--- src/rtl/g1_pkg.sv ---
// Shared definitions for the execute stage: word and field widths, the ALU command
// encoding and the iterative-multiplier FSM states.
package g1_pkg;

  localparam int unsigned WORD_LEN          = 16;
  localparam int unsigned REG_FILE_ADDR_LEN = 4;
  localparam int unsigned EXE_CMD_LEN       = 4;

  typedef enum logic [EXE_CMD_LEN-1:0] {
    CmdNop = 4'd0,
    CmdAdd = 4'd1,
    CmdSub = 4'd2,
    CmdAnd = 4'd3,
    CmdOr  = 4'd4,
    CmdXor = 4'd5,
    CmdShl = 4'd6,
    CmdShr = 4'd7,
    CmdMov = 4'd8,
    CmdMul = 4'd9
  } exe_cmd_e;

  typedef enum logic {
    StIdle = 1'b0,
    StRun  = 1'b1
  } mul_state_e;

  // Codes the stage actually executes; everything else behaves as NOP with WB_EN dropped.
  function automatic logic is_exec_cmd(input logic [EXE_CMD_LEN-1:0] cmd, input logic mul_en);
    return (cmd <= CmdMov) || (mul_en && (cmd == CmdMul));
  endfunction

endpackage

--- src/rtl/mul_iter.sv ---
// 16-iteration shift-add multiplier; returns the low WORD_LEN bits of a*b.
// done marks the cycle whose closing edge performs the last iteration.
module mul_iter
  import g1_pkg::*;
(
  input  logic                clk,
  input  logic                rst,
  input  logic                start,
  input  logic [WORD_LEN-1:0] a,
  input  logic [WORD_LEN-1:0] b,
  output logic                done,
  output logic [WORD_LEN-1:0] product
);

  mul_state_e          state_q, state_d;
  logic [3:0]          cnt_q;
  logic [WORD_LEN-1:0] mcand_q, mplier_q, acc_q, acc_next;

  assign acc_next = acc_q + (mplier_q[0] ? mcand_q : '0);
  assign done     = (state_q == StRun) && (cnt_q == 4'hF);
  // Valid as the final product while done is high.
  assign product  = acc_next;

  always_comb begin
    state_d = state_q;
    case (state_q)
      StIdle:  if (start) state_d = StRun;
      StRun:   if (cnt_q == 4'hF) state_d = StIdle;
      default: state_d = StIdle;
    endcase
  end

  always_ff @(posedge clk or negedge rst) begin
    if (!rst) state_q <= StIdle;
    else      state_q <= state_d;
  end

  always_ff @(posedge clk or negedge rst) begin
    if (!rst) begin
      cnt_q    <= '0;
      mcand_q  <= '0;
      mplier_q <= '0;
      acc_q    <= '0;
    end else if (state_q == StIdle) begin
      if (start) begin
        cnt_q    <= '0;
        mcand_q  <= a;
        mplier_q <= b;
        acc_q    <= '0;
      end
    end else begin
      cnt_q    <= cnt_q + 4'd1;
      mcand_q  <= mcand_q << 1;
      mplier_q <= mplier_q >> 1;
      acc_q    <= acc_next;
    end
  end

endmodule

--- src/rtl/exe_stage.sv ---
// Execute stage: ID/EXE register, ALU, optional iterative multiplier and EXE/MEM register.
// Define EXE_MUL_EN to build the multiplier; otherwise code 9 is a NOP and busy is tied low.
module exe_stage
  import g1_pkg::*;
(
  input  logic                         clk,
  input  logic                         rst,
  input  logic                         flush,
  input  logic                         freeze,
  input  logic [EXE_CMD_LEN-1:0]       EXE_CMD,
  input  logic                         MEM_R_EN,
  input  logic                         MEM_W_EN,
  input  logic                         WB_EN,
  input  logic [REG_FILE_ADDR_LEN-1:0] dest,
  input  logic [WORD_LEN-1:0]          val1,
  input  logic [WORD_LEN-1:0]          val2,
  input  logic [WORD_LEN-1:0]          st_val,
  output logic [WORD_LEN-1:0]          alu_result,
  output logic [WORD_LEN-1:0]          st_val_EXE,
  output logic [REG_FILE_ADDR_LEN-1:0] dest_EXE,
  output logic                         WB_EN_EXE,
  output logic                         MEM_R_EN_EXE,
  output logic                         MEM_W_EN_EXE,
  output logic                         busy,
  output logic                         flagZ
);

`ifdef EXE_MUL_EN
  localparam logic MulEn = 1'b1;
`else
  localparam logic MulEn = 1'b0;
`endif

  logic [EXE_CMD_LEN-1:0]       cmd_q;
  logic                         wb_q, mem_r_q, mem_w_q;
  logic [REG_FILE_ADDR_LEN-1:0] dest_q;
  logic [WORD_LEN-1:0]          val1_q, val2_q, st_q;
  logic [WORD_LEN-1:0]          alu_res;
  logic                         cmd_exec, flag_upd, out_bubble;

  always_ff @(posedge clk or negedge rst) begin
    if (!rst) begin
      cmd_q   <= CmdNop;
      wb_q    <= 1'b0;
      mem_r_q <= 1'b0;
      mem_w_q <= 1'b0;
      dest_q  <= '0;
      val1_q  <= '0;
      val2_q  <= '0;
      st_q    <= '0;
    end else if (!busy) begin
      if (flush || freeze) begin
        cmd_q   <= CmdNop;
        wb_q    <= 1'b0;
        mem_r_q <= 1'b0;
        mem_w_q <= 1'b0;
        dest_q  <= '0;
        val1_q  <= '0;
        val2_q  <= '0;
        st_q    <= '0;
      end else begin
        cmd_q   <= EXE_CMD;
        wb_q    <= WB_EN;
        mem_r_q <= MEM_R_EN;
        mem_w_q <= MEM_W_EN;
        dest_q  <= dest;
        val1_q  <= val1;
        val2_q  <= val2;
        st_q    <= st_val;
      end
    end
  end

`ifdef EXE_MUL_EN
  logic                mul_done, done_q;
  logic [WORD_LEN-1:0] mul_product;

  // done_q keeps a finished MUL from restarting while it still sits in ID/EXE.
  assign busy = (cmd_q == CmdMul) && !done_q;

  mul_iter u_mul_iter (
    .clk     (clk),
    .rst     (rst),
    .start   (busy),
    .a       (val1_q),
    .b       (val2_q),
    .done    (mul_done),
    .product (mul_product)
  );

  always_ff @(posedge clk or negedge rst) begin
    if (!rst)          done_q <= 1'b0;
    else if (!busy)    done_q <= 1'b0;
    else if (mul_done) done_q <= 1'b1;
  end

  // The product is captured on the final iteration edge, so the cycle after is a bubble.
  assign out_bubble = (busy && !mul_done) || done_q;
`else
  assign busy       = 1'b0;
  assign out_bubble = 1'b0;
`endif

  always_comb begin
    alu_res = '0;
    case (cmd_q)
      CmdAdd:  alu_res = val1_q + val2_q;
      CmdSub:  alu_res = val1_q - val2_q;
      CmdAnd:  alu_res = val1_q & val2_q;
      CmdOr:   alu_res = val1_q | val2_q;
      CmdXor:  alu_res = val1_q ^ val2_q;
      CmdShl:  alu_res = val1_q << val2_q[3:0];
      CmdShr:  alu_res = val1_q >> val2_q[3:0];
      CmdMov:  alu_res = val2_q;
`ifdef EXE_MUL_EN
      CmdMul:  alu_res = mul_product;
`endif
      default: alu_res = '0;
    endcase
  end

  assign cmd_exec = is_exec_cmd(cmd_q, MulEn);
  assign flag_upd = cmd_exec && (cmd_q != CmdNop);

  always_ff @(posedge clk or negedge rst) begin
    if (!rst) begin
      alu_result   <= '0;
      st_val_EXE   <= '0;
      dest_EXE     <= '0;
      WB_EN_EXE    <= 1'b0;
      MEM_R_EN_EXE <= 1'b0;
      MEM_W_EN_EXE <= 1'b0;
      flagZ        <= 1'b0;
    end else if (out_bubble) begin
      alu_result   <= '0;
      st_val_EXE   <= '0;
      dest_EXE     <= '0;
      WB_EN_EXE    <= 1'b0;
      MEM_R_EN_EXE <= 1'b0;
      MEM_W_EN_EXE <= 1'b0;
    end else begin
      alu_result   <= alu_res;
      st_val_EXE   <= st_q;
      dest_EXE     <= dest_q;
      WB_EN_EXE    <= wb_q && cmd_exec;
      MEM_R_EN_EXE <= mem_r_q;
      MEM_W_EN_EXE <= mem_w_q;
      if (flag_upd) flagZ <= (alu_res == '0);
    end
  end

endmodule

--- config.mk ---
export PLATFORM = sky130hd
export DESIGN_NAME = exe_stage
export DESIGN_NICKNAME = d
export VERILOG_FILES = /design/src/rtl/g1_pkg.sv /design/src/rtl/mul_iter.sv /design/src/rtl/exe_stage.sv
export SDC_FILE = /design/constraint.sdc
export NUM_CORES = 1
export LEC_CHECK = 0
export CAP_MARGIN = 15
export CORE_MARGIN = 10
export CORE_UTILIZATION = 55
export CTS_BUF_LIST = sky130_fd_sc_hd__clkbuf_16
export CTS_CLUSTER_SIZE = 8
export DETAILED_ROUTE_END_ITERATION = 8
export PLACE_DENSITY = 0.86
export SYNTH_ARGS = -nofsm -noshare
export SYNTH_HDL_FRONTEND = slang
export SYNTH_SLANG_ARGS = --single-unit
--- constraint.sdc ---
create_clock -name clk -period 9.3 [get_ports clk]
set_input_delay 0.93 -clock clk [delete_from_list [all_inputs] [get_ports clk]]
set_output_delay 0.93 -clock clk [all_outputs]
set_load 0.03 [all_outputs]
==> Word-level counts from Yosys, hierarchy flattened <==
Index checks and enable logic that the tools add are counted.
{ "totals": {"inputBits": 63, "elab_cells": 45, "output_inout_bits": 41, "regBits": 99} }
{ "op_classes": {"n_reduce_logical": 5, "addsub": 2, "shift": 2, "n_eq_ne": 8, "n_bitwise": 3, "n_mux": 9, "magnitude_cmp": 1} }
{ "ops": {"columns": ["op", "n"], "rows": [
  ["$pmux W16 S8", 1],
  ["$mux W16", 3],
  ["$add A16 B16 Y16", 1],
  ["$and A16 B16 Y16", 1],
  ["$eq A4 B3 Y1 const B", 4],
  ["$logic_not A16 Y1", 1],
  ["$or A16 B16 Y16", 1],
  ["$shl A16 B4 Y16", 1],
  ["$shr A16 B4 Y16", 1],
  ["$sub A16 B16 Y16", 1],
  ["$xor A16 B16 Y16", 1],
  ["$eq A4 B2 Y1 const B", 2],
  ["$mux W4", 2],
  ["$eq A4 B1 Y1 const B", 1],
  ["$eq A4 B4 Y1 const B", 1],
  ["$le A4 B4 Y1 const B", 1],
  ["$reduce_bool A4 Y1", 1],
  ["$mux W1", 3],
  ["$logic_and A1 B1 Y1", 2],
  ["$logic_or A1 B1 Y1", 1]
]} }

==> Depth between registers and ports, before layout <==
Gate-level depths: netlist of run 1.
{ "logic_depth": {"depth_word": 3, "mapped_depth": 19, "depth_no_buf": 17} }

==> Worst setup path after synthesis of run 1 <==
Ideal clock, no wire load.
{ "synth_timing": {"path_type": "register to register", "startpoint": "reg val2_q[0]", "endpoint": "reg flagZ", "required_ns": 9.178, "stages_incl_launch_ff": 18, "synth_period_minus_slack_ns": 3.566, "n_path_buf": 2, "setup_slack_ns": 5.734, "arrival_time_ns": 3.444, "cell_sequence": "dfrtp_1 -> inv_1 -> buf_2 -> buf_2 -> ha_1 -> nand3_1 -> o31ai_1 -> xnor2_1 -> ha_1 -> a211oi_1 -> o21bai_1 -> a21o_1 -> a311o_1 -> o221ai_1 -> xnor2_1 -> o21ai_0 -> nor2_1 -> a32o_1"} }
{ "synth_via": {"elab_chain_len": 3} }
{ "synth_rtl": {"columns": ["element", "line", "text"], "rows": [
  ["from (decl)", "exe_stage.sv:37", "logic [WORD_LEN-1:0] val1_q, val2_q, st_q;"],
  ["from (signal assigned)", "exe_stage.sv:68", "val2_q <= val2;"],
  ["$sub A16 B16 Y16 (tied with other cells)", "exe_stage.sv:108", "CmdSub: alu_res = val1_q - val2_q;"],
  ["$pmux W16 S8 *", "exe_stage.sv:106", "case (cmd_q)"],
  ["net alu_res[15]", "exe_stage.sv:38", "logic [WORD_LEN-1:0] alu_res;"],
  ["$logic_not A16 Y1 *", "exe_stage.sv:148", "if (flag_upd) flagZ <= (alu_res == '0);"],
  ["to (signal assigned)", "exe_stage.sv:148", null],
  ["to (decl)", "exe_stage.sv:25", "output logic flagZ"]
]} }
The timed path passes the listed nets; every way through them passes the cells marked *.
A chain may end at the register's enable or synchronous reset.

==> Final worst setup path of run 1 <==
Same ends and word-level chain as after synthesis.

==> results of run 1 <==
## flip-flops by register name, indices dropped and copies added (netlist names), 4 cells and up
signal      cells
st_q           16
val1_q         16
st_val_EXE     16
val2_q         16
dest_EXE        4
alu_result     16
cmd_q           4
dest_q          4
## where the power goes
group / switching, mW / internal, mW / leakage [nW]
logic: 0.160 / 0.124 / 1.98
clock network: 0.174 / 0.186 / 0.137
registers: 0.0279 / 0.452 / 1.33
total: 0.361 / 0.762 / 3.45
## layer usage
layer / wire, µm / GRT usage, % / vias up
met3: 2648 / 8.407 / 65
met4: 944 / 13.47 / 0
met5: 0 / 0 / -
met2: 10460 / 42.54 / 368
li1: - / - / 2709
met1: 8729 / 33.58 / 2902
## stage by stage
| stage | total power [mW] | cell area (µm²) | util [%] | hold WS [ps] |
|---|---|---|---|---|
| 2_1_floorplan | 0.6557 | 6783 | - | 331.2 |
| 3_3_place_gp | 0.7621 | 7824 | 64.87 | 331.1 |
| 3_5_place_dp | 0.7674 | 7829 | 64.91 | 334.7 |
| 4_1_cts | 1.126 | 8114 | 67.27 | 350.5 |
| 5_1_grt | 1.170 | 8114 | 67.27 | 356.1 |
| 6_report | 1.124 | 8114 | 67.27 | 349.5 |
## final timing paths
path / end / slack (ps) / cells past startpoint / from
worst max-delay path: flagZ$_DFFE_PN0P_ / 4740 / 17 / val2_q[0]$_DFF_PN0_
worst min-delay path: dest_EXE[1]$_DFF_PN0_ / 350 / 0 / dest_q[1]$_DFF_PN0_
worst max register to register: flagZ$_DFFE_PN0P_ / 4740 / 17 / val2_q[0]$_DFF_PN0_
worst min register to register: dest_EXE[1]$_DFF_PN0_ / 350 / 0 / dest_q[1]$_DFF_PN0_
max in group asynchronous: val2_q[1]$_DFF_PN0_ / 7600 / 2 / rst
min in group asynchronous: alu_result[2]$_DFF_PN0_ / 430 / 1 / rst
## layout by cell type (no fill, tap or decap), drive strengths merged, types with 7 or more instances in the layout
master and count:
o211ai 11, nand3 13, or3 9, mux4 7
o21ai 41, mux2i 23, xnor2 21, nor3 16
nand2b 12, nand2 48, a31oi 11, nor2 48
a211oi 12, clkdlybuf4s50 101, and2 64, buf 9
dfrtp 99, a22oi 7, nand3b 7, ha 49
a21oi 30, mux2 9, inv 45, clkbuf 9
## synthesized netlist by cell type (4+ instances only)
| cell | instances |
|---|---|
| dfrtp_1 | 99 |
| and2_1 | 64 |
| ha_1 | 49 |
| nand2_1 | 48 |
| nor2_1 | 48 |
| inv_1 | 42 |
| o21ai_0 | 35 |
| a21oi_1 | 30 |
| buf_2 | 24 |
| mux2i_1 | 21 |
| xnor2_1 | 20 |
| nor3_1 | 15 |
| nand3_1 | 13 |
| a211oi_1 | 12 |
| nand2b_1 | 12 |
| a31oi_1 | 11 |
| clkbuf_1 | 11 |
| o211ai_1 | 10 |
| or3_1 | 9 |
| mux2_2 | 8 |
| a22oi_1 | 7 |
| buf_4 | 7 |
| nand3b_1 | 7 |
| o31ai_1 | 6 |
| nor2b_1 | 5 |
| o2111ai_1 | 5 |
| a21o_1 | 4 |
| a221oi_1 | 4 |
| buf_6 | 4 |
| mux4_1 | 4 |
| nand4_1 | 4 |
| nor4_1 | 4 |
| nor4bb_1 | 4 |
| o21ai_1 | 4 |
| o22ai_1 | 4 |
| xor2_1 | 4 |
## worst max-delay path: cells and delay by family, from the launching register on
family,cells,cell delay (ps)
AOI/OAI and AO/OA,6,1270
xor gates and xnor gates,1,110
adders and majority gates,2,720
buffers and inverters,2,980
DFF,1,360
and+or+nand+nor,6,1040
## layout make-up
type                    count  area (µm²)
clock buffers               9       225.2
clock inverters             7       60.06
fillers                   932        3948
inverters                  43       161.4
multi-input cells         531        3902
flip-flops and latches     99        2479
well taps                 168       210.2
repair buffers            110        1076
## kinds of logic after synthesis
family / synth area share [%]
compound gates: 16.69
buf+inv: 6.198
xor+xnor: 3.339
flops: 36.52
fa+ha+maj: 9.334
mux: 7.729
other cells: 0.05529
simple gates: 20.13
==> metrics.md, run 1 <==
| Metric | Value |
|---|---|
| Antenna Nets Post-Route | 0 |
| Count of input and output buffers | 102 |
| Synth top area cells | dfrtp_1, ha_1, and2_1 |
| Total clock buffers created by CTS | 9 |
| Post-synthesis instance area | 6783 µm² |
| Placed cells | 951 |
| Max FO, Critical Path | 41 |
| Crit-path most repeated cell | nand3_1 |
| Worst hold path type | reg2reg |
| Pre-CTS setup slack | 4811 ps |
| Wire per inst | 23.56 µm |
| Post-synth EDFFs | 0 |
| Layout Cells excl Fill | 967 |
| Tot GR Track Use | 27.25% |
| Final Hold Fails | 0 |
| WP data required | 9590 ps |
| Synthesized area per cell | 9.434 µm² |
| DR vias | 6044 |
| Final WL | 22.78 mm |
| CP endpoint kind | flop |
| Die Wd | 131.1 µm |
| LEAKAGE | 3.445 nW |
| CTS resizes | 0 |
| Top_reg_cell synth | dfrtp_1 |
| CTS H-tree lvls | 3 |
| CP arrival | 4850 ps |
| GPL Wtd Cong | 1.053 |
| CTS Root Buffer Type | clkbuf_16 |
| Yosys warning total | 0 |
| MaxCap Viol Count | 0 |
| Worst setup margin | 4737 ps |
| Vias/cell | 6.250 |
| Antenna diodes | 0 |
| DRC | 0 |
| Clk_lat worst skew | 350 ps |
| Final Skew | 4.698 ps |
| Fmax | 219.1 MHz |
| CP Launch Type | flop |
| Post-route minimum period | 4563 ps |
| Critical path class | reg2reg |
| DP Wirelength | 17.18 mm |
| Layout area overhead | 19.63% |
| Global-route wire length before repair | 35.22 mm |
| Vias in the first global route | 6047 |
| Final worst-path cycle share | 49.07% |
| Cells after Synth | 719 |
| Slew at the pin closest to its max-slew limit | 1146 ps |
| Mapped Nets | 832 |
| Slew Viols, Final | 0 |
| Residual overflow from global routing | 0 |
| Crit path max-delay cell type | inv_1 |
| Synth top area share | 36.52% |
| Netlist cell types | 81 |
| Core area | 12060 µm² |
| RSZ-0062 raised after global routing | no |
| Layout cell share with drive strength beyond 1 | 6.633% |
| Final setup viols | 0 |
| Clk sink count | 99 |
| Status | completed |
| Reg clk slew, reported paths | 70 ps |
| Slew headroom | 23.29% |
| # rows | 40 |
| Largest net degree at the start of global routing | 83 |
| IO Count | 104 |
| VDD IR max | 0.1293 mV |
| 1st-iter DRT viols | 841 |
| First drt pass iteration count | 8 |
| Setup TNS | 0 ps |
| Postcts setup bufs | 0 |
| CTS tree | yes |
| Max stage delay on crit path | 710 ps |
| Synth area leader | dfrtp_1 |
| Synth Register Bits | 99 |
| Share of flip-flops with an asynchronous set or reset | 100.0% |
| Initial Utilization | 56.23% |
| CTS max path bufs | 2 |
| Worst path cell trace | buf_4 -> inv_1 -> ha_1 -> nand3_1 -> nor2_1 -> nand3_1 -> o21ai_0 -> xnor2_1 -> ha_1 -> nand3_1 -> o21ai_0 -> a222oi_1 -> o2111a_1 -> o211ai_1 -> nand4b_1 -> nor4b_2 -> a32o_1 |
| Final net count | 907 |
| Power per Cell Area | 138.5 nW/µm² |
| Initial antenna violation count | 0 |
| Hold buffer count at CTS | 0 |
| Sequential share of the synthesized area | 36.52% |
| Die ar. | 17170 µm² |
| Die Y-Extent | 131.1 µm |
Note: power is estimated with default switching activity, not from simulation.
==> inputs of run 2 (changes only) <==
CORE_UTILIZATION = 50   (was 55)
PLACE_DENSITY = 0.83   (was 0.86)
clock period = 4.1 ns   (was 9.3 ns; I/O delays follow)
==> run 2 against run 1 <==
Utilization fell by 5.1 points. Clock skew grew 4.6 ps. Register-to-register slack lost 4400 ps. Non-clock buffer count up 12. Sequential share of layout area fell by 0.43 points. Sequential power is 120% higher. Critical path type unchanged. Largest cell class unchanged. Highest routed layer unchanged.
==> metrics.md, run 2 (synthesis results as in run 1) <==
| Metric | Value |
|---|---|
| DR vias | 5880 |
| Crit path max-delay cell type | or3_1 |
| Wire per inst | 20.95 µm |
| Status | completed |
| CP endpoint kind | flop |
| Final setup viols | 0 |
| # rows | 42 |
| Tot GR Track Use | 22.46% |
| Postcts setup bufs | 0 |
| CTS resizes | 0 |
| Layout area overhead | 21.34% |
| Global-route wire length before repair | 32.08 mm |
| VDD IR max | 0.2570 mV |
| RSZ-0062 raised after global routing | no |
| Antenna Nets Post-Route | 0 |
| CTS max path bufs | 2 |
| Critical path class | reg2reg |
| Power per Cell Area | 316.9 nW/µm² |
| Slew at the pin closest to its max-slew limit | 751.2 ps |
| Most common cell after layout, fill and taps aside | clkdlybuf4s50_1 |
| CTS tree | yes |
| DRC | 0 |
| Final Skew | 9.320 ps |
| CP arrival | 4030 ps |
| Die Wd | 136.5 µm |
| Final net count | 919 |
| Max FO, Critical Path | 10 |
| Vias/cell | 5.957 |
| GPL Wtd Cong | 1.000 |
| CTS Root Buffer Type | clkbuf_16 |
| GR Layer Usage met1 | 29.63% |
| Final WL | 20.67 mm |
| Total clock buffers created by CTS | 9 |
| Most frequent cells in the layout | clkdlybuf4s50_1, dfrtp_1, and2_1 |
| Post-route minimum period | 3741 ps |
| Residual overflow from global routing | 0 |
| CTS H-tree lvls | 3 |
| Count of input and output buffers | 102 |
| First drt pass iteration count | 8 |
| Die ar. | 18620 µm² |
| LEAKAGE | 3.519 nW |
| Grt met2 use | 35.28% |
| MaxCap Viol Count | 0 |
| Worst hold path type | in2async |
| Max stage delay on crit path | 500 ps |
| Setup TNS | 0 ps |
| Vias in the first global route | 5679 |
| DP Wirelength | 15.76 mm |
| Antenna diodes | 0 |
| Largest net degree at the start of global routing | 64 |
| Final worst-path cycle share | 91.24% |
| Layout cell share with drive strength beyond 1 | 8.015% |
| Reg clk slew, reported paths | 80 ps |
| Worst path cell trace | nand2b_1 -> or3_1 -> o21ai_0 -> buf_4 -> inv_1 -> ha_1 -> nor2b_1 -> o21a_1 -> or3_1 -> a31oi_1 -> o211ai_1 -> and4b_1 -> nand4b_1 -> nor4b_2 -> a32o_1 |
| Crit-path most repeated cell | or3_1 |
| Hold buffer count at CTS | 0 |
| Clk_lat worst skew | 360 ps |
| Layout Cells excl Fill | 987 |
| Slew headroom | 49.39% |
| WP data required | 4390 ps |
| Fmax | 267.3 MHz |
| Met3 Track Usage GR | 5.424% |
| Initial Utilization | 51.22% |
| Initial antenna violation count | 0 |
| Placed cells | 971 |
| Core area | 13240 µm² |
| Clk sink count | 99 |
| Slew Viols, Final | 0 |
| IO Count | 104 |
| CP Launch Type | flop |
| Final Hold Fails | 0 |
| 1st-iter DRT viols | 810 |
| GR peak layer | met2 |
| Die Y-Extent | 136.5 µm |
==> run 2: area by class of cell <==
cell class | count | area (µm²)
fillers | 1117 | 5012
multi-input cells | 531 | 3887
flip-flops and latches | 99 | 2479
repair buffers | 122 | 1169
clock buffers | 9 | 225.2
well taps | 176 | 220.2
inverters | 43 | 161.4
clock inverters | 7 | 88.84
==> run 2: per-layer routing <==
layer	share of wire [%]	wire, µm	vias up
met5	0	0	-
met4	2.5	519	0
met3	9.3	1923	43
met2	46	9511	313
met1	42	8720	2799
li1	-	-	2725
==> run 2: through the flow <==
stage	util [%]	hold WS, ps	cell area, µm²	setup slack (ps)	total power [mW]
detailed placement	59.78	334.7	7916	413.0	1.736
floorplan	-	114.4	6783	534.1	1.487
global placement	59.78	331.2	7916	445.4	1.730
global route	62.15	160.8	8230	47.65	2.720
CTS	62.15	141.7	8230	388.1	2.616
finish	62.15	113.5	8230	359.0	2.608
==> run 2: final timing paths <==
path / slack (ps) / cells past startpoint / endpoint / from
min in group clk: 350 / 0 / MEM_W_EN_EXE$_DFF_PN0_ / mem_w_q$_DFF_PN0_
max in group asynchronous: 3050 / 2 / val1_q[14]$_DFF_PN0_ / rst
worst min register to register: 350 / 0 / MEM_W_EN_EXE$_DFF_PN0_ / mem_w_q$_DFF_PN0_
worst max register to register: 360 / 15 / flagZ$_DFFE_PN0P_ / cmd_q[0]$_DFF_PN0_
worst min-delay path: 110 / 1 / st_q[6]$_DFF_PN0_ / rst
worst max-delay path: 360 / 15 / flagZ$_DFFE_PN0P_ / cmd_q[0]$_DFF_PN0_
==> run 2: power breakdown <==
part           switching (mW)  total, mW  internal (mW)
clock                   0.437      0.880          0.442
combinational           0.373      0.659          0.286
sequential             0.0437       1.07           1.03
total                   0.854       2.61           1.75
==> run 2: critical path, delay by kind of cell, from the launching register on <==
family / cells / cell delay, ps
buf+inv: 2 / 210
flops: 1 / 370
fa+ha+maj: 1 / 250
simple gates: 7 / 1860
compound gates: 5 / 990
==> inputs of run 3 (changes only) <==
PLACE_DENSITY = 0.87   (was 0.83)
==> run 3 against run 2 <==
Worst setup slack got worse by 180 ps. Utilization up 0.30 points. Clock skew is 5.5 ps higher. Register-to-register slack got worse by 180 ps. Maximum frequency is 4.7% lower. Sequential share of layout area is 0.15 points lower. First-iteration DRC count down 0.86%. Via count is 1.7% higher.
==> metrics.md, run 3 (synthesis results as in run 1) <==
| Metric | Value |
|---|---|
| Antenna diodes | 0 |
| Worst setup margin | 175.0 ps |
| Switching share of power | 32.84% |
| VDD IR max | 0.2194 mV |
| Initial Utilization | 51.22% |
| Max FO, Critical Path | 12 |
| Slew at the pin closest to its max-slew limit | 853.5 ps |
| Residual overflow from global routing | 0 |
| Die Wd | 136.5 µm |
| Antenna Nets Post-Route | 0 |
| Final Hold Fails | 0 |
| Clk_lat worst skew | 360 ps |
| Largest net degree at the start of global routing | 66 |
| CTS max path bufs | 2 |
| Final net count | 923 |
| Post-route minimum period | 3925 ps |
| Reg clk slew, reported paths | 80 ps |
| Worst hold path type | in2async |
| P_sw | 0.8588 mW |
| Final setup viols | 0 |
| Total clock buffers created by CTS | 9 |
| Placed cells | 975 |
| Initial antenna violation count | 0 |
| 1st-iter DRT viols | 803 |
| Wire per inst | 20.96 µm |
| CP arrival | 4220 ps |
| Comb pwr share | 25.6% |
| Sequential share of power | 40.8% |
| Die ar. | 18620 µm² |
| Count of input and output buffers | 102 |
| Fmax | 254.8 MHz |
| CP endpoint kind | flop |
| Final WL | 20.77 mm |
| Clk pwr share | 33.6% |
| IO Count | 104 |
| Layout cell share with drive strength beyond 1 | 8.589% |
| CTS tree | yes |
| Met3 Track Usage GR | 5.683% |
| Crit path to | flagZ$_DFFE_PN0P_ |
| Vias in the first global route | 5879 |
| # rows | 42 |
| Grt met2 use | 34.61% |
| Hold buffer count at CTS | 0 |
| Core area | 13240 µm² |
| Internal Power | 1.756 mW |
| Slew headroom | 43.04% |
| Reg-to-reg slack, setup | 180 ps |
| Final worst-path cycle share | 95.73% |
| Crit path max-delay cell type | dfrtp_2 |
| Final total power | 2.615 mW |
| DRC | 0 |
| Crit path launch | val2_q[1]$_DFF_PN0_ |
| Die Y-Extent | 136.5 µm |
| Placed Area | 7953 µm² |
| Clk sink count | 99 |
| Final Skew | 14.81 ps |
| CP Launch Type | flop |
| GR peak layer | met2 |
| Critical path class | reg2reg |
| Layout Cell Area excl Fill | 8270 µm² |
| Crit-path most repeated cell | buf_4 |
| Layout Cells excl Fill | 991 |
| Status | completed |
| GR Layer Usage met1 | 30.33% |
| Critical R2R Launch | val2_q[1]$_DFF_PN0_ |
| First drt pass iteration count | 6 |
| CTS H-tree lvls | 3 |
| R2R cell count | 15 |
| MaxCap Viol Count | 0 |
| WP data required | 4390 ps |
| Tot GR Track Use | 22.69% |
| Slew Viols, Final | 0 |
| Power per Cell Area | 316.2 nW/µm² |
| Vias/cell | 6.036 |
| Global-route wire length before repair | 32.53 mm |
| Worst path cell trace | nor3_1 -> buf_4 -> a31oi_1 -> xnor2_1 -> ha_1 -> o21ai_0 -> a21oi_1 -> o41ai_1 -> buf_4 -> a211oi_1 -> a41oi_1 -> o211ai_1 -> nand4b_1 -> nor4b_2 -> a32o_1 |
| Layout area overhead | 21.93% |
| Most frequent cells in the layout | clkdlybuf4s50_1, dfrtp_1, and2_1 |
| Most common cell after layout, fill and taps aside | clkdlybuf4s50_1 |
| DP Wirelength | 15.74 mm |
| Pre-CTS setup slack | 245.2 ps |
| LEAKAGE | 3.534 nW |
| GPL Wtd Cong | 1.014 |
| Fin util | 62.45% |
| CTS Root Buffer Type | clkbuf_16 |
| Max stage delay on crit path | 520 ps |
| DR vias | 5982 |
| Worst r2r dst | flagZ$_DFFE_PN0P_ |
run 3: cell types whose count changed in the layout (fill, tap and decap cells not counted), sizes merged:
| cell | previous run | this run |
|---|---|---|
| buf | 21 | 25 |
run 3: routing by layer:
| layer | up-vias | routed length (µm) |
|---|---|---|
| met4 | 0 | 649 |
| met2 | 383 | 9358 |
| met5 | - | 0 |
| met3 | 58 | 2361 |
| li1 | 2740 | - |
| met1 | 2801 | 8399 |
run 3: worst max-delay path: cells and delay by family, from the launching register on:
| family | cells | cell delay, ps |
|---|---|---|
| AOI/OAI and AO/OA | 8 | 1340 |
| xor gates and xnor gates | 1 | 340 |
| adders and majority gates | 1 | 340 |
| buffers and inverters | 2 | 400 |
| DFF | 1 | 520 |
| and+or+nand+nor | 3 | 890 |
run 3: per-stage QoR:
step           hold slack (ps)  setup TNS [ps]
2_1_floorplan            114.4               0
4_1_cts                  145.2               0
6_report                 111.4               0
3_3_place_gp             331.2               0
5_1_grt                  196.6          -12.43
3_5_place_dp             334.7               0
run 3: final cells by class:
| type | count | area (µm²) |
|---|---|---|
| Inverter | 43 | 161.4 |
| Tap cell | 176 | 220.2 |
| Clock inverter | 7 | 86.33 |
| Sequential cell | 99 | 2479 |
| Timing Repair Buffer | 126 | 1199 |
| Multi-Input combinational cell | 531 | 3900 |
| Clock buffer | 9 | 225.2 |
| Fill cell | 1117 | 4972 |
run 3: worst min path at each step:
stage               slack (ps)                        to  depth (start not counted)
finish                     110   alu_result[7]$_DFF_PN0_                          1
global placement           330  st_val_EXE[12]$_DFF_PN0_                          0
CTS                        150   alu_result[7]$_DFF_PN0_                          1
detailed placement         330  st_val_EXE[10]$_DFF_PN0_                          0
global route               200   alu_result[2]$_DFF_PN0_                          1
floorplan                  110    MEM_R_EN_EXE$_DFF_PN0_                          0
run 3: timing repair:
action	in CTS	in global routing
setup buffers	0	0
resized for setup	0	3
endpoints found under the setup margin	0	1
run 3: power groups by stage:
| stage | Clock [mW] | Sequential [mW] | Combinational [mW] |
|---|---|---|---|
| global route | 0.926 | 1.07 | 0.721 |
| global placement | 0 | 1.08 | 0.651 |
| finish | 0.879 | 1.07 | 0.670 |
| floorplan | 0 | 1.13 | 0.356 |
| CTS | 0.896 | 1.07 | 0.659 |
| detailed placement | 0 | 1.08 | 0.654 |
